--- src/rtl/pipe_hazard_ctrl.sv ---
// Hazard and sequencing controller for the 5-stage MIPS pipeline: load-use stalls,
// EX branch flushes and multi-cycle multiply occupancy. Optional PIPE_HAZARD_PERF_EN adds a stall counter.
module pipe_hazard_ctrl #(
  parameter int REG_ADDR_W = 5,
  parameter int MUL_LAT    = 4,
  parameter int CNT_W      = 3
) (
  input  logic                  clk_i,
  input  logic                  rst_i,
  input  logic                  idex_memread_i,
  input  logic [REG_ADDR_W-1:0] idex_rt_i,
  input  logic [REG_ADDR_W-1:0] ifid_rs_i,
  input  logic [REG_ADDR_W-1:0] ifid_rt_i,
  input  logic                  ifid_uses_rt_i,
  input  logic                  branch_taken_i,
  input  logic                  ex_mul_i,
  output logic                  pc_write_o,
  output logic                  ifid_write_o,
  output logic                  ifid_flush_o,
  output logic                  idex_write_o,
  output logic                  idex_flush_o,
  output logic                  exmem_write_o,
  output logic                  exmem_flush_o,
  output logic                  memwb_write_o,
  output logic                  busy_o
`ifdef PIPE_HAZARD_PERF_EN
  ,
  output logic [15:0]           stall_cnt_o
`endif
);

  typedef enum logic [0:0] {
    RUN      = 1'b0,
    MUL_BUSY = 1'b1
  } state_t;

  state_t           r_state;
  logic [CNT_W-1:0] r_cnt;
  logic             w_lu;
  logic [7:0]       w_ctl;

  // Load-use detection; a load to $zero never creates a dependency
  always_comb begin
    w_lu = idex_memread_i
         & (idex_rt_i != {REG_ADDR_W{1'b0}})
         & ((idex_rt_i == ifid_rs_i) | (ifid_uses_rt_i & (idex_rt_i == ifid_rt_i)));
  end

  // Control vector {pc_w, ifid_w, ifid_f, idex_w, idex_f, exmem_w, exmem_f, memwb_w}
  always_comb begin
    w_ctl = 8'b1101_0101;
    if (rst_i) begin
      w_ctl = 8'b0000_0000;
    end else begin
      case (r_state)
        RUN: begin
          if (branch_taken_i) begin
            w_ctl = 8'b1010_1101;
          end else if (ex_mul_i) begin
            w_ctl = 8'b0000_0011;
          end else if (w_lu) begin
            w_ctl = 8'b0000_1101;
          end else begin
            w_ctl = 8'b1101_0101;
          end
        end
        MUL_BUSY: begin
          if (r_cnt != {CNT_W{1'b0}}) begin
            w_ctl = 8'b0000_0011;
          end else begin
            w_ctl = 8'b1101_0101;
          end
        end
        default: w_ctl = 8'b0000_0000;
      endcase
    end
  end

  assign {pc_write_o, ifid_write_o, ifid_flush_o, idex_write_o,
          idex_flush_o, exmem_write_o, exmem_flush_o, memwb_write_o} = w_ctl;
  assign busy_o = (r_state == MUL_BUSY);

  // Multiply FSM: the RUN cycle that sees the multiply counts as its first EX cycle
  always_ff @(posedge clk_i or posedge rst_i) begin
    if (rst_i) begin
      r_state <= RUN;
      r_cnt   <= {CNT_W{1'b0}};
    end else begin
      case (r_state)
        RUN: begin
          if (!branch_taken_i && ex_mul_i) begin
            r_state <= MUL_BUSY;
            r_cnt   <= CNT_W'(MUL_LAT - 2);
          end
        end
        MUL_BUSY: begin
          if (r_cnt != {CNT_W{1'b0}}) begin
            r_cnt <= r_cnt - {{(CNT_W-1){1'b0}}, 1'b1};
          end else begin
            r_state <= RUN;
          end
        end
        default: begin
          r_state <= RUN;
          r_cnt   <= {CNT_W{1'b0}};
        end
      endcase
    end
  end

`ifdef PIPE_HAZARD_PERF_EN
  logic [15:0] r_stall_cnt;

  // Saturating count of cycles in which the PC was held
  always_ff @(posedge clk_i or posedge rst_i) begin
    if (rst_i) begin
      r_stall_cnt <= 16'h0000;
    end else if (!pc_write_o && (r_stall_cnt != 16'hFFFF)) begin
      r_stall_cnt <= r_stall_cnt + 16'h0001;
    end
  end

  assign stall_cnt_o = r_stall_cnt;
`endif

endmodule

--- config.mk ---
export PLATFORM = sky130hd
export DESIGN_NAME = pipe_hazard_ctrl
export DESIGN_NICKNAME = d
export VERILOG_FILES = /design/src/rtl/pipe_hazard_ctrl.sv
export SDC_FILE = /design/constraint.sdc
export NUM_CORES = 1
export LEC_CHECK = 0
export ABC_AREA = 1
export ABC_CLOCK_PERIOD_IN_PS = 1400
export BUFFER_PORTS_ARGS = -buffer_cell sky130_fd_sc_hd__buf_2
export CORE_MARGIN = 2
export CORE_UTILIZATION = 36
export DETAILED_ROUTE_END_ITERATION = 16
export HOLD_SLACK_MARGIN = 0.03
export PLACE_DENSITY_LB_ADDON = 0.08
export SYNTH_ARGS = -nofsm -noshare
export SYNTH_HDL_FRONTEND = slang
export SYNTH_SLANG_ARGS = --single-unit
--- constraint.sdc ---
create_clock -name clk_i -period 1.4 [get_ports clk_i]
set_clock_uncertainty 0.1 [all_clocks]
set_input_delay 0.28 -clock clk_i [delete_from_list [all_inputs] [get_ports clk_i]]
set_output_delay 0.28 -clock clk_i [all_outputs]
set_load 0.02 [all_outputs]
### Yosys cells after proc, flatten, opt, wreduce, memory -nomap -nowiden

Cells that the tools add are included.

* $add $sub $neg: 1
* equal/unequal tests: 4
* reduce and logical (&&, ||, !) cells: 5
* mux-type cells: 12
* bitwise gates (word level): 5

Operators by type and width (number)
* 8-bit two-way mux: 5
* 8-bit one-hot mux with 2 select lines: 1
* 5-bit == test: 2
* 3-bit two-way mux: 2
* 3-bit one-hot mux with 2 select lines: 1
* 5-bit nonzero test: 1
* 1-bit bitwise AND: 3
* 3-bit nonzero test: 1
* 3-bit by 1-bit subtractor with 3-bit output (second input constant): 1
* 1-bit two-way mux: 2
* 2-bit by 1-bit != test with 1-bit output (second input constant): 1
* 2-bit != test (second input constant): 1
* 1-bit one-hot mux with 2 select lines: 1
* 2-bit AND reduction: 1
* 1-bit logical AND: 1
* 1-bit zero test: 1
* 1-bit NOT: 1
* 1-bit OR: 1

* output and inout bits: 9
* logic and storage cells: 29
* input port bits: 21
* register bits after elaboration: 4

### Logic depth before layout (Yosys ltp)

Gate-level depths: netlist of run 1.

* depth in word-level cells: 9
* gate-level depth with buffers: 10
* gate-level depth less buffers: 9

### Least setup slack after synthesis of run 1

No wires, ideal clock.

* kind: register to output
* start point: register r_cnt[0]
* end point: output ifid_write_o
* arrival: 1.333 ns
* slack: -0.313 ns
* required time: 1.020 ns
* buffers on the path: 1
* cell stages (with the launch flop): 9
* cell sequence: dfrtp_1 -> inv_1 -> ha_1 -> ha_1 -> nor2_2 -> inv_1 -> nand2_1 -> a21oi_2 -> buf_4

* word-level cells in the longest chain between the ends: 4

Ends and longest elaborated chain
* start: declaration: RTL line 38 `logic [CNT_W-1:0] r_cnt;`
* start signal: assignment: RTL line 87 `r_cnt <= {CNT_W{1'b0}};`
* start signal: assignment: RTL line 93 `r_cnt <= CNT_W'(MUL_LAT - 2);`
* start signal: assignment: RTL line 98 `r_cnt <= r_cnt - {{(CNT_W-1){1'b0}}, 1'b1};`
* 3-bit nonzero test: RTL line 68 `if (r_cnt != {CNT_W{1'b0}}) begin`
* 8-bit two-way mux: RTL line 68
* 8-bit one-hot mux with 2 select lines: RTL line 55 `case (r_state)`
* 8-bit two-way mux: RTL line 52 `if (rst_i) begin`
* end: declaration: RTL line 18 `output logic ifid_write_o,`

Every way passes these cells.

### Worst setup path in the final report of run 1

* start point: register r_cnt[0]
* end point: output exmem_flush_o

* word-level cells in the longest chain between the ends: 4

Ends and longest elaborated chain
* 3-bit nonzero test: RTL line 68
* 8-bit two-way mux: RTL line 68
* 8-bit one-hot mux with 2 select lines: RTL line 55
* 8-bit two-way mux: RTL line 52
* end: declaration: RTL line 23 `output logic exmem_flush_o,`

Every way passes these cells.

==> results.yml, run 1 <==
outcome:
  run_status: "complete, but fails checks"
  failing_checks: "setup timing"
yosys:
  area_share_of_the_largest_cell_type_after_synthesis_pct: 24.3
  postSynthNetCount: 112
  number_of_distinct_library_cell_variants_in_the_gate_level_netlist_after_synthesis: 18
  mappedNetlistArea_um2: 479
  yosysSeqAreaShare_pct: 20.9
  ys_seq_elements: 4
  synthesis.instances: 89
  synth_top_area_cell: "nand2_1"
  syn-mean-instance-area_um2: 5.38
  dominant_cells_by_area_after_synthesis: "nand2_1 (24%), dfrtp_1 (21%), inv_1 (14%)"
  synthesis.yosys.warnings: 0
power_and_ir_drop:
  vdd_ir_drop_max_mv: 0.958
  cellLeakagePower_nw: 0.544
  report.power.total_mw: 1.54
  power-per-cell-area_nw_per_um2: 1660
worst_setup_path:
  timing.critical_path.cells: "inv_1, ha_2, ha_4, nor2_4, a21oi_4, buf_6, nor2_4, buf_6"
  worst_setup_path_end_kind: "primary output"
  cpLargestDelayFamily: "adder cells"
  worst_setup_path_start_kind: "flip-flop"
  crit-reg2reg-launch: "r_cnt[0]$_DFFE_PP0P_"
  worstPathArrival_ns: 1.48
  worst-setup-path-type: "flip-flop to primary output"
  critPathSlowestCell: "dfrtp_1"
  critical_path.reg2reg.endpoint: "r_cnt[1]$_DFFE_PP0P_"
  worstPathBufferInverterCount: 3
  crit_path_max_incr_delay_ns: 0.34
  reg2regPathDepth: 9
  critical_path.max_fanout: 3
  critical_path_required_ns: 1.02
  worst-r2r-setup-slack_ns: -0.12
sta:
  rsz0062_at_grt: "yes"
  tightestPinTransition_ns: 0.337
  finalCritPeriodShare_pct: 133
  period_needed_ns: 1.86
  max_freq_mhz: 537
  timing.final.setup_violations: 10
  hold_viol_final: 0
  report.final.slew_viol_count: 0
  fin_ws_ns: -0.462
  final.hold.worst_slack_ns: 0.228
  max_slew_margin_pct: 77.5
grt:
  gr-usage-all-layers_pct: 18.4
  antenna_found_initial: 0
  grt_start_max_net_pins: 6
  vias_in_the_first_global_route: 577
  grt_first_pass_wirelength_um: 2050
  grt_remaining_overflow: 0
placed_design:
  globalplace.congestion: 0.812
  placed_cells: 141
  placedInstanceArea_um2: 738
  numPortBuffers: 29
  dp_slack_ns: -0.279
  hpwl_um: 1020
cells_and_area:
  final_cells: 147
  antenna_cells_inserted: 0
  filler_cell_count: 108
  final_nets: 157
  finish.instance_area_um2: 926
  area_growth_pct: 93.2
  most-common-layout-cells: "nand2_1 (29), buf_2 (22), inv_1 (17)"
  mostFrequentLayoutCell: "nand2_1"
  layout_cells_sized_above_1_pct: 53.0
floorplan:
  chipHeight_um: 40.5
  die_x_um: 40.5
  core_area_um2: 1270
  row_count: 13
  floorplan.initialDensity_pct: 37.8
  ios: 30
  die_area_um2: 1640
clock_network:
  numCtsBuffers: 3
  tritoncts_clock_tree: "built"
  clock_sink_count: 4
  post_cts_hold_buffer_count: 0
  htree_num_levels: 1
  clock-root-buffer: "clkbuf_4"
  worst_skew_pair.late_latency_ns: 0.23
  cts.reportedPaths.clkPinSlew_ns: 0.03
  cts_max_path_buffers: 2
flow_run:
  maxCapViolCount: 0
detailed_routing:
  first_pass_iters: 4
  vias: 657
  route.antenna.remaining_nets: 0
  drc: 0
  drt-wirelength-per-cell_um: 9.31
  routed_wl_um: 1370
  dr.first_iter.drc_count: 5
  drt-vias-per-instance: 4.47
min_path:
  min_path_type: "primary input to asynchronous set/reset pin"
-- through the flow --
step / TNS [ns] / util [%]
after floorplan: -0.593 / -
after global placement: -1.56 / 58.2
after detailed placement: -1.70 / 58.2
after CTS: -2.95 / 67.4
after global routing: -3.31 / 73.0
final: -2.60 / 73.0
-- cell usage after synthesis (all sizes together) --
master,n
dfrtp,4
nor2,12
nand3,4
nand4,1
o22ai,2
buf,1
xnor2,1
o21ai,2
nand2,32
a31oi,1
inv,24
a21oi,3
ha,2
-- logic make-up (layout without fill, tap and decap cells) --
family / Yosys count / in the layout / share of synthesized area [%]
simple gates: 49 / 49 / 41.0
flops: 4 / 4 / 20.9
compound gates: 8 / 8 / 10.7
buf+inv: 25 / 68 / 20.4
fa+ha+maj: 2 / 2 / 5.22
xor+xnor: 1 / 1 / 1.83
-- worst reg2reg max path, cell delays in order, from the launching register on --
cell and delay [ns]:
dfrtp_1 0.37, inv_1 0.07, ha_2 0.19, ha_4 0.13
nor2_4 0.04, a21oi_4 0.15, inv_2 0.08, buf_6 0.14
nor2_4 0.10, a31oi_4 0.04
-- layer usage --
metal,vias up,GRT usage (%),part of all wire [%]
met3,0,5.00,5.6
met5,-,0,0
met4,0,0,0
li1,354,-,-
met1,281,20.9,43
met2,22,35.3,51
-- repair_timing --
| action | CTS | global route |
|---|---|---|
| gates resized for setup | 22 | 16 |
| setup buffers | 6 | 3 |
| endpoints found under the hold margin | 0 | 0 |
| pin swaps | 6 | 8 |
| setup endpoints to repair | 11 | 10 |
-- sequential cells by signal, indices dropped and copies added (netlist names) --
name    flops
r_cnt       3
busy_o      1
-- cell type report --
| type | count | area (um^2) | share of cell area, % |
|---|---|---|---|
| Tap cell | 15 | 18.8 | 2.03 |
| Multi-Input combinational cell | 60 | 404 | 43.6 |
| Clock buffer | 3 | 22.5 | 2.43 |
| Sequential cell | 4 | 100 | 10.8 |
| Inverter | 24 | 90.1 | 9.73 |
| Timing Repair Buffer | 41 | 290 | 31.4 |
-- where the power goes --
part	leakage [nW]	switching (mW)	total, mW	internal [mW]
logic	0.483	0.606	1.20	0.593
clock network	0.0138	0.0399	0.135	0.0953
registers	0.0466	0.0306	0.204	0.173
-- worst max path at each step --
stage,startpoint,cells after the start,endpoint,slack [ns]
2_1_floorplan,r_cnt[0]$_DFFE_PP0P_,8,ifid_write_o,-0.21
3_3_place_gp,r_cnt[0]$_DFFE_PP0P_,8,exmem_write_o,-0.26
3_5_place_dp,r_cnt[0]$_DFFE_PP0P_,8,exmem_write_o,-0.28
4_1_cts,r_cnt[1]$_DFFE_PP0P_,8,exmem_flush_o,-0.48
5_1_grt,r_cnt[0]$_DFFE_PP0P_,8,exmem_flush_o,-0.54
6_report,r_cnt[0]$_DFFE_PP0P_,8,exmem_flush_o,-0.46
No activity file was read; power rests on OpenSTA's default activity.
==> inputs of run 2 (changes only) <==
==> constraint.sdc (replaced) <==
create_clock -name clk_i -period 1.4 [get_ports clk_i]
set_clock_uncertainty 0.1 [all_clocks]
set_input_delay 0.21 -clock clk_i [delete_from_list [all_inputs] [get_ports clk_i]]
set_output_delay 0.21 -clock clk_i [all_outputs]
set_load 0.02 [all_outputs]
==> results.yml, run 2 (synthesis gave the netlist of run 1 again) <==
detailed_routing:
  routed_wl_um: 1460
  dr.first_iter.drc_count: 2
  drt-wirelength-per-cell_um: 9.87
  drt-vias-per-instance: 4.49
  first_pass_iters: 4
  vias: 665
  drc: 0
  route.antenna.remaining_nets: 0
sta:
  fin_tns_setup_ns: -2.20
  timing.final.setup_violations: 9
  hold_viol_final: 0
  report.final.slew_viol_count: 0
  max_slew_margin_pct: 79.5
  period_needed_ns: 1.81
  tightestPinTransition_ns: 0.306
  rsz0062_at_grt: "yes"
  finalCritPeriodShare_pct: 130
  max_freq_mhz: 551
  fin_ws_ns: -0.414
grt:
  grt.met1_usage_pct: 21.2
  global_route.usage.met2_pct: 36.5
  top_usage_layer: "met2"
  antenna_found_initial: 0
  grt_remaining_overflow: 0
  gr-usage-all-layers_pct: 20.8
  grt_first_pass_wirelength_um: 2230
  grt_util_met3_pct: 7.22
  vias_in_the_first_global_route: 615
  grt_start_max_net_pins: 6
placed_design:
  numPortBuffers: 29
  dp_slack_ns: -0.209
  hpwl_um: 1040
  globalplace.congestion: 0.759
cells_and_area:
  area_growth_pct: 90.1
  max_reg_flops: 3
  most-common-layout-cells: "nand2_1 (29), buf_2 (22), inv_1 (17)"
  final_core_utilization_pct: 71.8
  area.sequential_um2: 100
  mostFrequentLayoutCell: "nand2_1"
  final_nets: 158
  antenna_cells_inserted: 0
  multi_input_area_um2: 382
  filler_cell_count: 118
  layout_cells_sized_above_1_pct: 51.1
  top_register: "r_cnt"
worst_setup_path:
  worst_setup_path_end_kind: "primary output"
  crit-reg2reg-launch: "r_cnt[0]$_DFFE_PP0P_"
  critical_path_required_ns: 1.09
  critical_path.max_fanout: 3
  worst_setup_path_start_kind: "flip-flop"
  worstPathArrival_ns: 1.50
  startpoint: "r_cnt[0]$_DFFE_PP0P_"
  worst-setup-path-type: "flip-flop to primary output"
flow_run:
  maxCapViolCount: 0
clock_network:
  clock-root-buffer: "clkbuf_4"
  post_cts_hold_buffer_count: 0
  worst_skew_pair.late_latency_ns: 0.24
  cts_max_path_buffers: 2
  tritoncts_clock_tree: "built"
  numCtsBuffers: 3
  clock_sink_count: 4
  cts.reportedPaths.clkPinSlew_ns: 0.04
  htree_num_levels: 1
power_and_ir_drop:
  vdd_ir_drop_max_mv: 1.18
  power-per-cell-area_nw_per_um2: 1680
  report.power.total_mw: 1.53
  cellLeakagePower_nw: 0.545
floorplan:
  die_x_um: 40.5
  row_count: 13
  chipHeight_um: 40.5
  ios: 30
  die_area_um2: 1640
  floorplan.initialDensity_pct: 37.8
  core_area_um2: 1270
outcome:
  run_status: "complete, but fails checks"
  failing_checks: "setup timing"
min_path:
  min_path_type: "primary input to asynchronous set/reset pin"
==> run 2: critical path, stage by stage (launching register included) <==
cell and delay, ns:
dfrtp_1 0.35, inv_1 0.06, ha_2 0.19, ha_4 0.16
nor2_4 0.11, a21oi_4 0.05, buf_4 0.15, nor2_4 0.07
buf_6 0.12
==> run 2: worst paths after layout <==
check	to	slack, ns	depth (start not counted)
max	exmem_flush_o	-0.41	8
min	r_cnt[0]$_DFFE_PP0P_	0.12	3
max reg2reg	r_cnt[1]$_DFFE_PP0P_	-0.10	9
min reg2reg	r_cnt[1]$_DFFE_PP0P_	0.52	2
max in group asynchronous	busy_o$_DFF_PP0_	0.97	3
min in group clk_i	r_cnt[0]$_DFFE_PP0P_	0.23	4
==> run 2: per-stage QoR <==
| stage | hold slack, ns | cell area (um^2) | instances |
|---|---|---|---|
| finish | 0.121 | 911 | 148 |
| global route | 0.142 | 911 | 148 |
| CTS | 0.0441 | 832 | 144 |
| detailed placement | 0.262 | 717 | 139 |
| global placement | 0.244 | 717 | 139 |
| floorplan | -0.0238 | 512 | 89 |
==> run 2: repair_timing <==
item	4_1_cts	5_1_grt
pin swaps	3	5
setup endpoints to repair	11	11
gates resized for setup	20	13
setup buffers	4	4
==> run 2: cell type report <==
type	count	share of cell area, %
Multi-Input combinational cell	60	41.9
Timing Repair Buffer	42	32.7
Sequential cell	4	11.0
Inverter	24	9.89
Clock buffer	3	2.47
Tap cell	15	2.06
==> run 2: power breakdown <==
part,internal (mW),switching [mW],leakage (nW)
Combinational,0.599,0.577,0.484
Sequential,0.173,0.0331,0.0466
Clock,0.0963,0.0537,0.0138
==> run 2: metal layers <==
metal / vias up / part of all wire, %
li1: 353 / -
met5: - / 0
met3: 4 / 5.8
met1: 286 / 41
met4: 0 / 1.6
met2: 22 / 52
